--- src/rtl/nmr_bstrm_sram_arb.sv ---
// rtl/nmr_bstrm_sram_arb.sv - command SRAM port arbiter: round-robin readers, priority host writer
//
// Shares one SRAM port between NUM_REQ read-only bitstream controllers and one
// host write port. Host writes win over readers; readers are served round-robin.
// Reads return after a fixed RD_LAT, tracked by a tag pipe that steers RD_VLD.
//
// Ports:
//   clk, rst           clock, synchronous active-high reset
//   req, req_addr      per-requester read request (held until gnt) and address slices
//   gnt                one-cycle pulse: requester i issued to SRAM this cycle
//   rd_vld, rd_dat     one-hot read return strobe, broadcast read data
//   host_wr_req/addr/dat, host_wr_gnt   host write request and issue pulse
//   sram_addr, sram_cs, sram_clken, sram_wr, sram_wr_dat, sram_byteen, sram_rd_dat   RAM side
//   busy               any read in flight
module nmr_bstrm_sram_arb #(
    parameter int NUM_REQ           = 2,
    parameter int SRAM_ADDR_WIDTH   = 8,
    parameter int SRAM_DAT_WIDTH    = 128,
    parameter int SRAM_BYTEEN_WIDTH = 16,
    parameter int RD_LAT            = 2
) (
    input  logic                                 clk,
    input  logic                                 rst,
    input  logic [NUM_REQ-1:0]                   req,
    input  logic [NUM_REQ*SRAM_ADDR_WIDTH-1:0]   req_addr,
    output logic [NUM_REQ-1:0]                   gnt,
    output logic [NUM_REQ-1:0]                   rd_vld,
    output logic [SRAM_DAT_WIDTH-1:0]            rd_dat,
    input  logic                                 host_wr_req,
    input  logic [SRAM_ADDR_WIDTH-1:0]           host_wr_addr,
    input  logic [SRAM_DAT_WIDTH-1:0]            host_wr_dat,
    output logic                                 host_wr_gnt,
    output logic [SRAM_ADDR_WIDTH-1:0]           sram_addr,
    output logic                                 sram_cs,
    output logic                                 sram_clken,
    output logic                                 sram_wr,
    input  logic [SRAM_DAT_WIDTH-1:0]            sram_rd_dat,
    output logic [SRAM_DAT_WIDTH-1:0]            sram_wr_dat,
    output logic [SRAM_BYTEEN_WIDTH-1:0]         sram_byteen,
    output logic                                 busy
);

    localparam int              PTR_W    = (NUM_REQ > 1) ? $clog2(NUM_REQ) : 1;
    localparam logic [PTR_W-1:0] PTR_LAST = PTR_W'(NUM_REQ - 1);

    logic [PTR_W-1:0]           ptr;
    logic [PTR_W-1:0]           scan_idx;
    logic [PTR_W-1:0]           win_id;
    logic [NUM_REQ-1:0]         elig;
    logic [NUM_REQ-1:0]         win_oh;
    logic                       win_vld;
    logic                       host_win;
    logic [SRAM_ADDR_WIDTH-1:0] rd_addr;

    logic [RD_LAT-1:0]          tag_vld;
    logic [NUM_REQ-1:0]         tag_id [RD_LAT];

    // Registered grants mask the cycle in which a requester still holds its
    // request after being served, so nobody is issued twice for one request.
    always_comb begin
        host_win = host_wr_req && !host_wr_gnt;
        elig     = req & ~gnt;
        win_vld  = 1'b0;
        win_id   = ptr;
        win_oh   = '0;
        scan_idx = ptr;
        // Scan ptr+1, ptr+2, ... wrapping; first eligible requester wins.
        for (int k = 0; k < NUM_REQ; k++) begin
            scan_idx = (scan_idx == PTR_LAST) ? '0 : scan_idx + PTR_W'(1);
            if (!win_vld && elig[scan_idx]) begin
                win_vld = 1'b1;
                win_id  = scan_idx;
            end
        end
        for (int i = 0; i < NUM_REQ; i++) begin
            if (win_vld && (win_id == PTR_W'(i))) begin
                win_oh[i] = 1'b1;
            end
        end
        rd_addr = '0;
        for (int i = 0; i < NUM_REQ; i++) begin
            if (win_oh[i]) begin
                rd_addr = rd_addr | req_addr[i*SRAM_ADDR_WIDTH +: SRAM_ADDR_WIDTH];
            end
        end
    end

    always_ff @(posedge clk) begin
        if (rst) begin
            ptr         <= PTR_LAST;
            gnt         <= '0;
            host_wr_gnt <= 1'b0;
            sram_cs     <= 1'b0;
            sram_wr     <= 1'b0;
            sram_addr   <= '0;
            sram_wr_dat <= '0;
            tag_vld     <= '0;
            rd_vld      <= '0;
            for (int k = 0; k < RD_LAT; k++) begin
                tag_id[k] <= '0;
            end
        end else begin
            gnt         <= '0;
            host_wr_gnt <= 1'b0;
            sram_cs     <= 1'b0;
            sram_wr     <= 1'b0;
            if (host_win) begin
                host_wr_gnt <= 1'b1;
                sram_cs     <= 1'b1;
                sram_wr     <= 1'b1;
                sram_addr   <= host_wr_addr;
                sram_wr_dat <= host_wr_dat;
            end else if (win_vld) begin
                gnt       <= win_oh;
                sram_cs   <= 1'b1;
                sram_addr <= rd_addr;
                ptr       <= win_id;
            end

            // Stage 0 lines up with the sram_cs cycle; writes enter an empty tag.
            tag_vld[0] <= !host_win && win_vld;
            tag_id[0]  <= host_win ? '0 : win_oh;
            for (int k = 1; k < RD_LAT; k++) begin
                tag_vld[k] <= tag_vld[k-1];
                tag_id[k]  <= tag_id[k-1];
            end
            rd_vld <= tag_vld[RD_LAT-1] ? tag_id[RD_LAT-1] : '0;
        end
    end

    // RAM output is passed straight through; gated so it reads zero when idle.
    assign rd_dat      = (|rd_vld) ? sram_rd_dat : '0;
    assign busy        = |tag_vld;
    assign sram_clken  = 1'b1;
    assign sram_byteen = '1;

endmodule
--- config.mk ---
export PLATFORM = sky130hd
export DESIGN_NAME = nmr_bstrm_sram_arb
export DESIGN_NICKNAME = d
export VERILOG_FILES = /design/src/rtl/nmr_bstrm_sram_arb.sv
export SDC_FILE = /design/constraint.sdc
export NUM_CORES = 1
export LEC_CHECK = 0
export ABC_CLOCK_PERIOD_IN_PS = 3750
export CAP_MARGIN = 0
export CORE_AREA = 2 2 222 224
export DETAILED_ROUTE_END_ITERATION = 8
export DIE_AREA = 0 0 224 226
export SLEW_MARGIN = 20
export SYNTH_ARGS = -nofsm -noshare
export SYNTH_HDL_FRONTEND = slang
export SYNTH_SLANG_ARGS = --single-unit
--- constraint.sdc ---
create_clock -name clk -period 3.75 [get_ports clk]
set_input_delay 0.375 -clock clk [delete_from_list [all_inputs] [get_ports clk]]
set_output_delay 0.375 -clock clk [all_outputs]
set_load 0.02 [all_outputs]
==> results of run 1 <==
[layout make-up]
cell class	count	area, um^2
clock buffers	20	467
clock inverters	12	141
fillers	5178	35400
inverters	8	30.0
multi-input cells	595	2930
flip-flops and latches	149	2980
well taps	622	778
repair buffers	564	5660
[worst max-delay path, delay by kind of cell, from the launching register on]
kind                   cells  cell delay (ns)
buffers and inverters      2             0.96
flip-flops                 1             0.34
AND/OR/NAND/NOR            2             0.27
[logic make-up (layout without fill, tap and decap cells)]
kind of cell | Yosys count | count (layout) | share of synthesized area [%]
compound gates | 147 | 147 | 12.4
buf+inv | 93 | 604 | 7.83
flops | 149 | 149 | 47.1
other cells | 1 | 17 | 0.0592
simple gates | 431 | 431 | 32.6
[power breakdown]
group          internal [mW]  switching (mW)  leakage (nW)  total, mW
logic                  0.513           0.415          3.17      0.928
clock network           1.04           0.743         0.299       1.79
registers               1.68          0.0501          1.23       1.73
[through the flow]
step	cells	setup slack (ns)	hold WS [ns]	instance area, um^2
6_report	1970	1.28	0.439	13000
5_1_grt	1970	1.18	0.438	13000
2_1_floorplan	837	2.13	0.414	6390
4_1_cts	1970	1.22	0.430	13000
3_3_place_gp	1938	1.53	0.441	12400
3_5_place_dp	1938	1.48	0.446	12400
[sequential cells by signal (all words and copies together) (netlist names)]
register	cells
sram_wr_dat	128
sram_addr	8
tag_id	4
gnt	2
rd_vld	2
tag_vld	2
ptr	1
sram_cs	1
sram_wr	1
[worst paths after layout]
check / end / slack [ns] / from / cells after the start
setup / recovery: rd_dat[122] / 1.28 / rd_vld[1]$_SDFF_PP0_ / 4
setup reg to reg: sram_addr[4]$_SDFFE_PP0P_ / 1.88 / sram_wr$_SDFF_PP0_ / 3
hold / removal: sram_wr$_SDFF_PP0_ / 0.44 / rst / 2
hold reg to reg: sram_wr_dat[1]$_SDFFE_PP0P_ / 0.45 / sram_wr_dat[1]$_SDFFE_PP0P_ / 2
[routing by layer]
metal | share of wire [%] | GRT usage (%) | wire length, um | vias up
met2 | 48 | 18.6 | 14000 | 343
met1 | 41 | 12.4 | 11900 | 3349
met4 | 1.6 | 3.25 | 468 | 0
li1 | - | - | - | 3617
met5 | 0 | 0 | 0 | -
met3 | 9.1 | 4.02 | 2640 | 26
[layout by cell type (no fill, tap or decap), types with 2 or more instances in the layout]
master / n
clkdlybuf4s50_1: 555
nand2_1: 258
dfxtp_1: 149
a21oi_1: 137
nor2b_1: 133
conb_1: 17
clkbuf_16: 17
and3_1: 15
inv_1: 8
or4_1: 8
o311a_1: 8
buf_4: 6
nor3_1: 5
clkinv_4: 3
clkbuf_8: 3
inv_6: 3
buf_12: 3
nor2_1: 2
and3b_1: 2
clkinv_2: 2
bufinv_16: 2
==> results_dict.tcl, run 1 <==
set metrics [dict create \
    via_per_inst 3.72 \
    hp-class "in -> reg" \
    track_usage_pct 10.8 \
    ys_top_cells_by_area "dfxtp_1, nand2_1, nor2b_1" \
    synth_common_cells "nand2_1, dfxtp_1, a21oi_1" \
    clock-root-buffer "clkbuf_16" \
    grt_pass1_vias 7141 \
    synth_area_leader_cell "dfxtp_1" \
    setup_viol 0 \
    worstSkewPairLatency_ns 0.45 \
    port_buffers 556 \
    async_flop_share_pct 0 \
    worst_slew_pin_slew_ns 0.910 \
    post-route-min-period_ns 2.47 \
    fin_skew_ns 0.0163 \
    crit_chain "nor2_4 > buf_12 > nor2b_1 > clkdlybuf4s50_1" \
    yosysUniqueCellTypes 27 \
    fmax_mhz 405 \
    route.detailed.drc 0 \
    hold_violations 0 \
    cts_hold_buf 0 \
    die_x_um 224 \
    cts_resized 0 \
    clock_tree.buffer_depth 2 \
    critical-path-max-stage-delay_ns 0.58 \
    grt-ovfl-total 0 \
    path_class "reg -> out" \
    ys_warn_count 0 \
    rows 81 \
    coreArea_um2 48300 \
    synth_ff_type "dfxtp_1" \
    grt_start_max_net_pins 129 \
    crit_fanout 128 \
    drv_cap 0 \
    maxSlewHeadroom_pct 39.3 \
    antenna_found_initial 0 \
    die-area_um2 50600 \
    cp-end-kind "primary output" \
    start_util_pct 13.1 \
    num_antenna_cells 0 \
    post-cts-setup-buffers 0 \
    arrival_ns 2.09 \
    pin_count 574 \
    syn-cell-area_um2 6330 \
    cts-htree-levels 4 \
    wl_mm 28.9 \
    drive_gt1_share_pct 3.64 \
    synthCells 821 \
    drtIter0Drc 284 \
    p_leak_nw 4.69 \
    grt_first_pass_wirelength_mm 41.5 \
    status "finished, final reports clean" \
    nNetsFinal 1620 \
    p_total_mw 4.44 \
    crit_slowest_cell "clkdlybuf4s50_1" \
    gp_congestion 0.952 \
    clk_pin_slew_ns 0.06 \
    worst_setup_path_start_kind "register" \
    wl_per_cell_um 14.7 \
    fin_setup_tns_ns 0 \
    slew_viol_final 0 \
    cts_tree "done" \
    die_h_um 226 \
    ant_nets 0 \
    dp_hpwl_mm 22.4 \
    fin_crit_sh_pct 65.8 \
    synth_edf_count 0 \
    yosys_register_bits 149 \
    numCtsBuffers 17 \
    rsz0062_at_grt "false" \
    powerDensity_nw_per_um2 342 \
    syn_avg_cell_area_um2 7.71 \
    worst_ir_drop_vdd_mv 0.374 \
    ys_seq_area_share_pct 47.1 \
    syn_to_final_growth_pct 105 \
    required_ns 3.38 \
    synth_top_area_share_pct 47.1 \
    vias 7335 \
    final_core_util_pct 26.9 \
    clock_sinks 149 \
    first_pass_iters 4 \
    synth.most_common_cell "nand2_1" \
]
Note: power is estimated with default switching activity, not from simulation.
==> inputs of run 2 (changes only) <==
- ABC_CLOCK_PERIOD_IN_PS: 3750 -> 2000
- CORE_AREA: 2 2 222 224 -> 2 2 224 226
- DIE_AREA: 0 0 224 226 -> 0 0 226 228
- clock period: 3.75 -> 2 ns (I/O delays scaled with it)
==> run 2 against run 1 <==
Compared with the run above:
- register-to-register slack got worse by 1.4 ns
- sequential power rose by 87%
- critical path depth up 1
- design area increased by 1.7%
- clock-buffer cell count decreased by 1
- die area increased by 1.8%
- sequential share of layout area shrank 0.38 points
- non-clock buffer count up 28
- global-route usage is 0.15 points higher
- clock power grew 94%
- largest cell class unchanged
==> results_dict.tcl, run 2 (synthesis results as in run 1) <==
set metrics [dict create \
    status "finished, final reports clean" \
    drv_cap 0 \
    regArea_um2 2980 \
    setup_viol 0 \
    cp_num_buf_inv 3 \
    swShare_pct 25.9 \
    cp-end-kind "primary output" \
    crit_chain "nor2_4 > buf_12 > buf_4 > nor2b_1 > dlygate4sd2_1" \
    gp_congestion 0.934 \
    rows 82 \
    slew_viol_final 0 \
    path_class "reg -> out" \
    grt-ovfl-total 0 \
    crit_slowest_cell "dfxtp_1" \
    fmax_mhz 517 \
    multi_input_area_um2 2940 \
    worst_slew_pin_slew_ns 0.547 \
    worst_ir_drop_vdd_mv 0.513 \
    critical-path-top-delay-family "buffers and inverters" \
    drive_gt1_share_pct 6.69 \
    via_per_inst 3.60 \
    grt_start_max_net_pins 58 \
    hold_violations 0 \
    critical-path-max-stage-delay_ns 0.39 \
    powerDensity_nw_per_um2 642 \
    maxSlewHeadroom_pct 63.6 \
    post-route-min-period_ns 1.93 \
    fill_cells 5324 \
    wl_per_cell_um 14.2 \
    die_h_um 228 \
    antenna_found_initial 1 \
    comb_power_share_pct 20.9 \
    hp-class "in -> reg" \
    final_core_util_pct 26.8 \
    first_pass_iters 4 \
    numCtsBuffers 17 \
    p_sw_mw 2.19 \
    clock-root-buffer "clkbuf_16" \
    worst_setup_path_start_kind "register" \
    nNetsFinal 1648 \
    rsz0062_at_grt "true" \
    worstSkewPairLatency_ns 0.45 \
    clock_tree.buffer_depth 2 \
    required_ns 1.80 \
    ant_nets 0 \
    num_antenna_cells 0 \
    pin_count 574 \
    dp_slack_ns 0.0425 \
    pwr-share-seq_pct 38.2 \
    route.detailed.drc 0 \
    track_usage_pct 10.9 \
    top_register "sram_wr_dat" \
    crit_fanout 16 \
    grt_first_pass_wirelength_mm 43.0 \
    drtIter0Drc 242 \
    vias 7367 \
    cts_tree "done" \
    p_leak_nw 5.39 \
    port_buffers 556 \
    p_int_mw 6.29 \
    cts-htree-levels 4 \
    worstRegToRegCells 3 \
    hold_depth 2 \
    clk_pin_slew_ns 0.06 \
    p_total_mw 8.48 \
    fin_crit_sh_pct 96.7 \
    die-area_um2 51500 \
    largest_reg_flops 128 \
    dp_hpwl_mm 22.6 \
    finalWorstSetupSlack_ns 0.0661 \
    arrival_ns 1.73 \
    clock_sinks 149 \
    grt_pass1_vias 7423 \
    fin_skew_ns 0.0134 \
    wl_mm 29.0 \
    die_x_um 226 \
    whs_ns 0.212 \
    cts_hold_buf 0 \
    coreArea_um2 49300 \
    final_common_cell "clkdlybuf4s50_1" \
    pwr-share-clk_pct 40.9 \
    path_depth 5 \
    largestRegisters "sram_wr_dat (128), sram_addr (8), tag_id (4)" \
    syn_to_final_growth_pct 109 \
    start_util_pct 12.8 \
    final_cell_mix "clkdlybuf4s50_1, nand2_1, dfxtp_1" \
]
==> run 2: final timing paths <==
path | startpoint | end | slack (ns)
hold reg to reg | tag_id[0][0]$_SDFF_PP0_ | tag_id[1][0]$_SDFF_PP0_ | 0.44
setup / recovery | rd_vld[1]$_SDFF_PP0_ | rd_dat[2] | 0.07
hold / removal | rst | sram_wr$_SDFF_PP0_ | 0.21
setup reg to reg | gnt[1]$_SDFF_PP0_ | sram_addr[6]$_SDFFE_PP0P_ | 0.46
==> run 2: per-layer routing <==
layer,vias to the layer above,global-route usage [%],wire length [um]
li1,3672,-,-
met1,3360,12.7,12100
met2,299,17.9,13600
met3,34,4.52,2750
met4,2,4.10,564
met5,-,0,8
==> run 2: timing repair <==
action,4_1_cts,5_1_grt
gates cloned,2,0
resized for setup,149,33
endpoints found under the setup margin,129,56
buffers inserted,2,0
==> run 2: layout make-up <==
cell class | count | area share (%)
Sequential cell | 149 | 22.6
Clock inverter | 12 | 1.34
Tap cell | 672 | 6.36
Multi-Input combinational cell | 595 | 22.2
Timing Repair Buffer | 592 | 43.8
Inverter | 8 | 0.227
Clock buffer | 19 | 3.43
==> run 2: stage by stage <==
stage / instance area, um^2 / setup TNS, ns / instances
after floorplan: 6390 / 0 / 837
after global placement: 12700 / 0 / 2012
after detailed placement: 12700 / 0 / 2012
after CTS: 13200 / -0.116 / 2047
after global routing: 13200 / -0.194 / 2047
final: 13200 / 0 / 2047
==> run 2: power groups by stage <==
stage	combinational [mW]	clock, mW	sequential (mW)
floorplan	0.512	0	3.50
finish	1.77	3.47	3.24
global route	1.90	3.70	3.26
detailed placement	1.79	0	3.30
CTS	1.79	3.61	3.24
global placement	1.78	0	3.30
==> inputs of run 3 (changes only) <==
- CORE_AREA: 2 2 224 226 -> 3 3 225 227
- DIE_AREA: 0 0 226 228 -> 0 0 228 230
==> run 3 against run 2 <==
Compared with the run above:
- hold slack better by 0.0050 ns
- total power about the same
- first-iteration DRC count down 16%
- fmax up 0.77%
- critical path type unchanged
- design area down 0.49%
- highest routed layer unchanged
==> results_dict.tcl, run 3 (synthesis results as in run 1) <==
set metrics [dict create \
    grt_first_pass_wirelength_mm 46.9 \
    critical-path-max-stage-delay_ns 0.34 \
    worstSkewPairLatency_ns 0.45 \
    numCtsBuffers 17 \
    cts-htree-levels 4 \
    clock-root-buffer "clkbuf_16" \
    clock_tree.buffer_depth 2 \
    arrival_ns 1.72 \
    nNetsFinal 1655 \
    worst_ir_drop_vdd_mv 0.450 \
    r2r_slack_ns 0.30 \
    comb_power_share_pct 21.2 \
    post-route-min-period_ns 1.92 \
    die_h_um 230 \
    pwr-share-clk_pct 40.5 \
    port_buffers 556 \
    required_ns 1.80 \
    grt_pass1_vias 7441 \
    p_sw_mw 2.22 \
    clock_sinks 149 \
    syn_to_final_growth_pct 108 \
    clk_pin_slew_ns 0.06 \
    grt-ovfl-total 0 \
    p_int_mw 6.26 \
    fin_setup_tns_ns 0 \
    final_common_cell "clkdlybuf4s50_1" \
    swShare_pct 26.2 \
    wl_mm 32.3 \
    path_class "reg -> out" \
    hp-class "in -> reg" \
    final_cell_mix "clkdlybuf4s50_1, nand2_1, dfxtp_1" \
    vias 7464 \
    drive_gt1_share_pct 12.2 \
    fill_cells 5314 \
    rsz0062_at_grt "true" \
    drtIter0Drc 204 \
    top_register "sram_wr_dat" \
    cp-end-kind "primary output" \
    place_area_um2 12700 \
    crit_slowest_cell "dfxtp_2" \
    powerDensity_nw_per_um2 645 \
    first_pass_iters 4 \
    rows 81 \
    via_per_inst 3.65 \
    fin_crit_sh_pct 96.0 \
    worstSetupEndpoint "rd_dat[76]" \
    wl_per_cell_um 15.8 \
    grt_start_max_net_pins 62 \
    ant_nets 0 \
    largest_reg_flops 128 \
    setup_viol 0 \
    cts_hold_buf 0 \
    p_leak_nw 5.41 \
    pwr-share-seq_pct 38.3 \
    timing.rr.start "sram_wr$_SDFF_PP0_" \
    track_usage_pct 11.9 \
    gp_congestion 0.959 \
    dp_hpwl_mm 25.4 \
    worst_setup_path_start_kind "register" \
    status "finished, final reports clean" \
    die_x_um 228 \
    rr_endpoint "sram_addr[5]$_SDFFE_PP0P_" \
    antenna_found_initial 2 \
    coreArea_um2 48800 \
    largestRegisters "sram_wr_dat (128), sram_addr (8), tag_id (4)" \
    final_core_util_pct 26.9 \
    slew_viol_final 0 \
    die-area_um2 52400 \
    start_util_pct 13.0 \
    worstRegToRegCells 3 \
    crit_fanout 31 \
    drv_cap 0 \
    hold_violations 0 \
    route.detailed.drc 0 \
    pin_count 574 \
    startpoint "rd_vld[1]$_SDFF_PP0_" \
    crit_chain "nor2_4 > buf_12 > buf_16 > nor2b_1 > clkdlybuf4s15_1" \
    cts_tree "done" \
    fmax_mhz 521 \
    post-route-cell-area_um2 13100 \
    fin_skew_ns 0.00872 \
]
## run 3: cell count changes in the layout (fill, tap and decap cells not counted), moves of 3 or more
cell,change
dlymetal6s2s_1,+13
buf_4,+11
dlygate4sd2_1,-72
buf_2,+23
clkdlybuf4s15_2,+13
clkdlybuf4s15_1,-10
buf_6,-3
clkbuf_2,+28
## run 3: metal layers
metal / vias up / GRT usage (%) / wire length (um)
li1: 3686 / - / -
met1: 3413 / 13.4 / 13000
met2: 330 / 20.3 / 15800
met3: 33 / 4.70 / 2740
met4: 2 / 4.42 / 710
met5: - / 0 / 13
## run 3: power by group through the flow
| stage | Clock, mW | Sequential [mW] | Combinational [mW] |
|---|---|---|---|
| final | 3.43 | 3.24 | 1.80 |
| after global routing | 3.69 | 3.26 | 1.92 |
| after CTS | 3.58 | 3.25 | 1.82 |
| after detailed placement | 0 | 3.31 | 1.81 |
| after global placement | 0 | 3.30 | 1.80 |
| after floorplan | 0 | 3.50 | 0.512 |
## run 3: through the flow
| step | std cells | power, mW | setup slack, ns | hold slack (ns) |
|---|---|---|---|---|
| after global placement | 2008 | 5.11 | 0.0937 | 0.425 |
| final | 2047 | 8.48 | 0.0809 | 0.217 |
| after floorplan | 837 | 4.02 | 0.546 | 0.336 |
| after detailed placement | 2008 | 5.12 | 0.0713 | 0.429 |
| after CTS | 2043 | 8.64 | -0.109 | 0.182 |
| after global routing | 2047 | 8.88 | -0.0335 | 0.208 |
## run 3: timing repair
| item | CTS | global route |
|---|---|---|
| resized for setup | 238 | 101 |
| gates cloned | 1 | 1 |
| buffers inserted | 3 | 2 |
| pin swaps | 1 | 1 |
| endpoints found under the setup margin | 128 | 88 |
## run 3: worst min path at each step
stage	start	endpoint	slack, ns	cells after the start
after floorplan	host_wr_dat[0]	sram_wr_dat[0]$_SDFFE_PP0P_	0.34	2
after global placement	tag_id[0][1]$_SDFF_PP0_	tag_id[1][1]$_SDFF_PP0_	0.42	1
after detailed placement	tag_id[0][1]$_SDFF_PP0_	tag_id[1][1]$_SDFF_PP0_	0.43	1
after CTS	rst	sram_wr_dat[105]$_SDFFE_PP0P_	0.18	2
after global routing	rst	tag_id[1][1]$_SDFF_PP0_	0.21	2
final	rst	sram_wr_dat[105]$_SDFFE_PP0P_	0.22	2
## run 3: critical path: cells and delay by family (launching register included)
kind,cells,cell delay (ns)
simple gates,2,0.27
buf+inv,3,0.64
flops,1,0.34
## run 3: final cells by class
type                            count  area, um^2  area share (%)
Timing Repair Buffer              599        5740            43.7
Sequential cell                   149        2980            22.7
Multi-Input combinational cell    595        2940            22.3
Tap cell                          664         831            6.32
Clock buffer                       18         439            3.34
Clock inverter                     13         181            1.38
Inverter                            8        30.0           0.228
Antenna cell                        1        2.50          0.0190
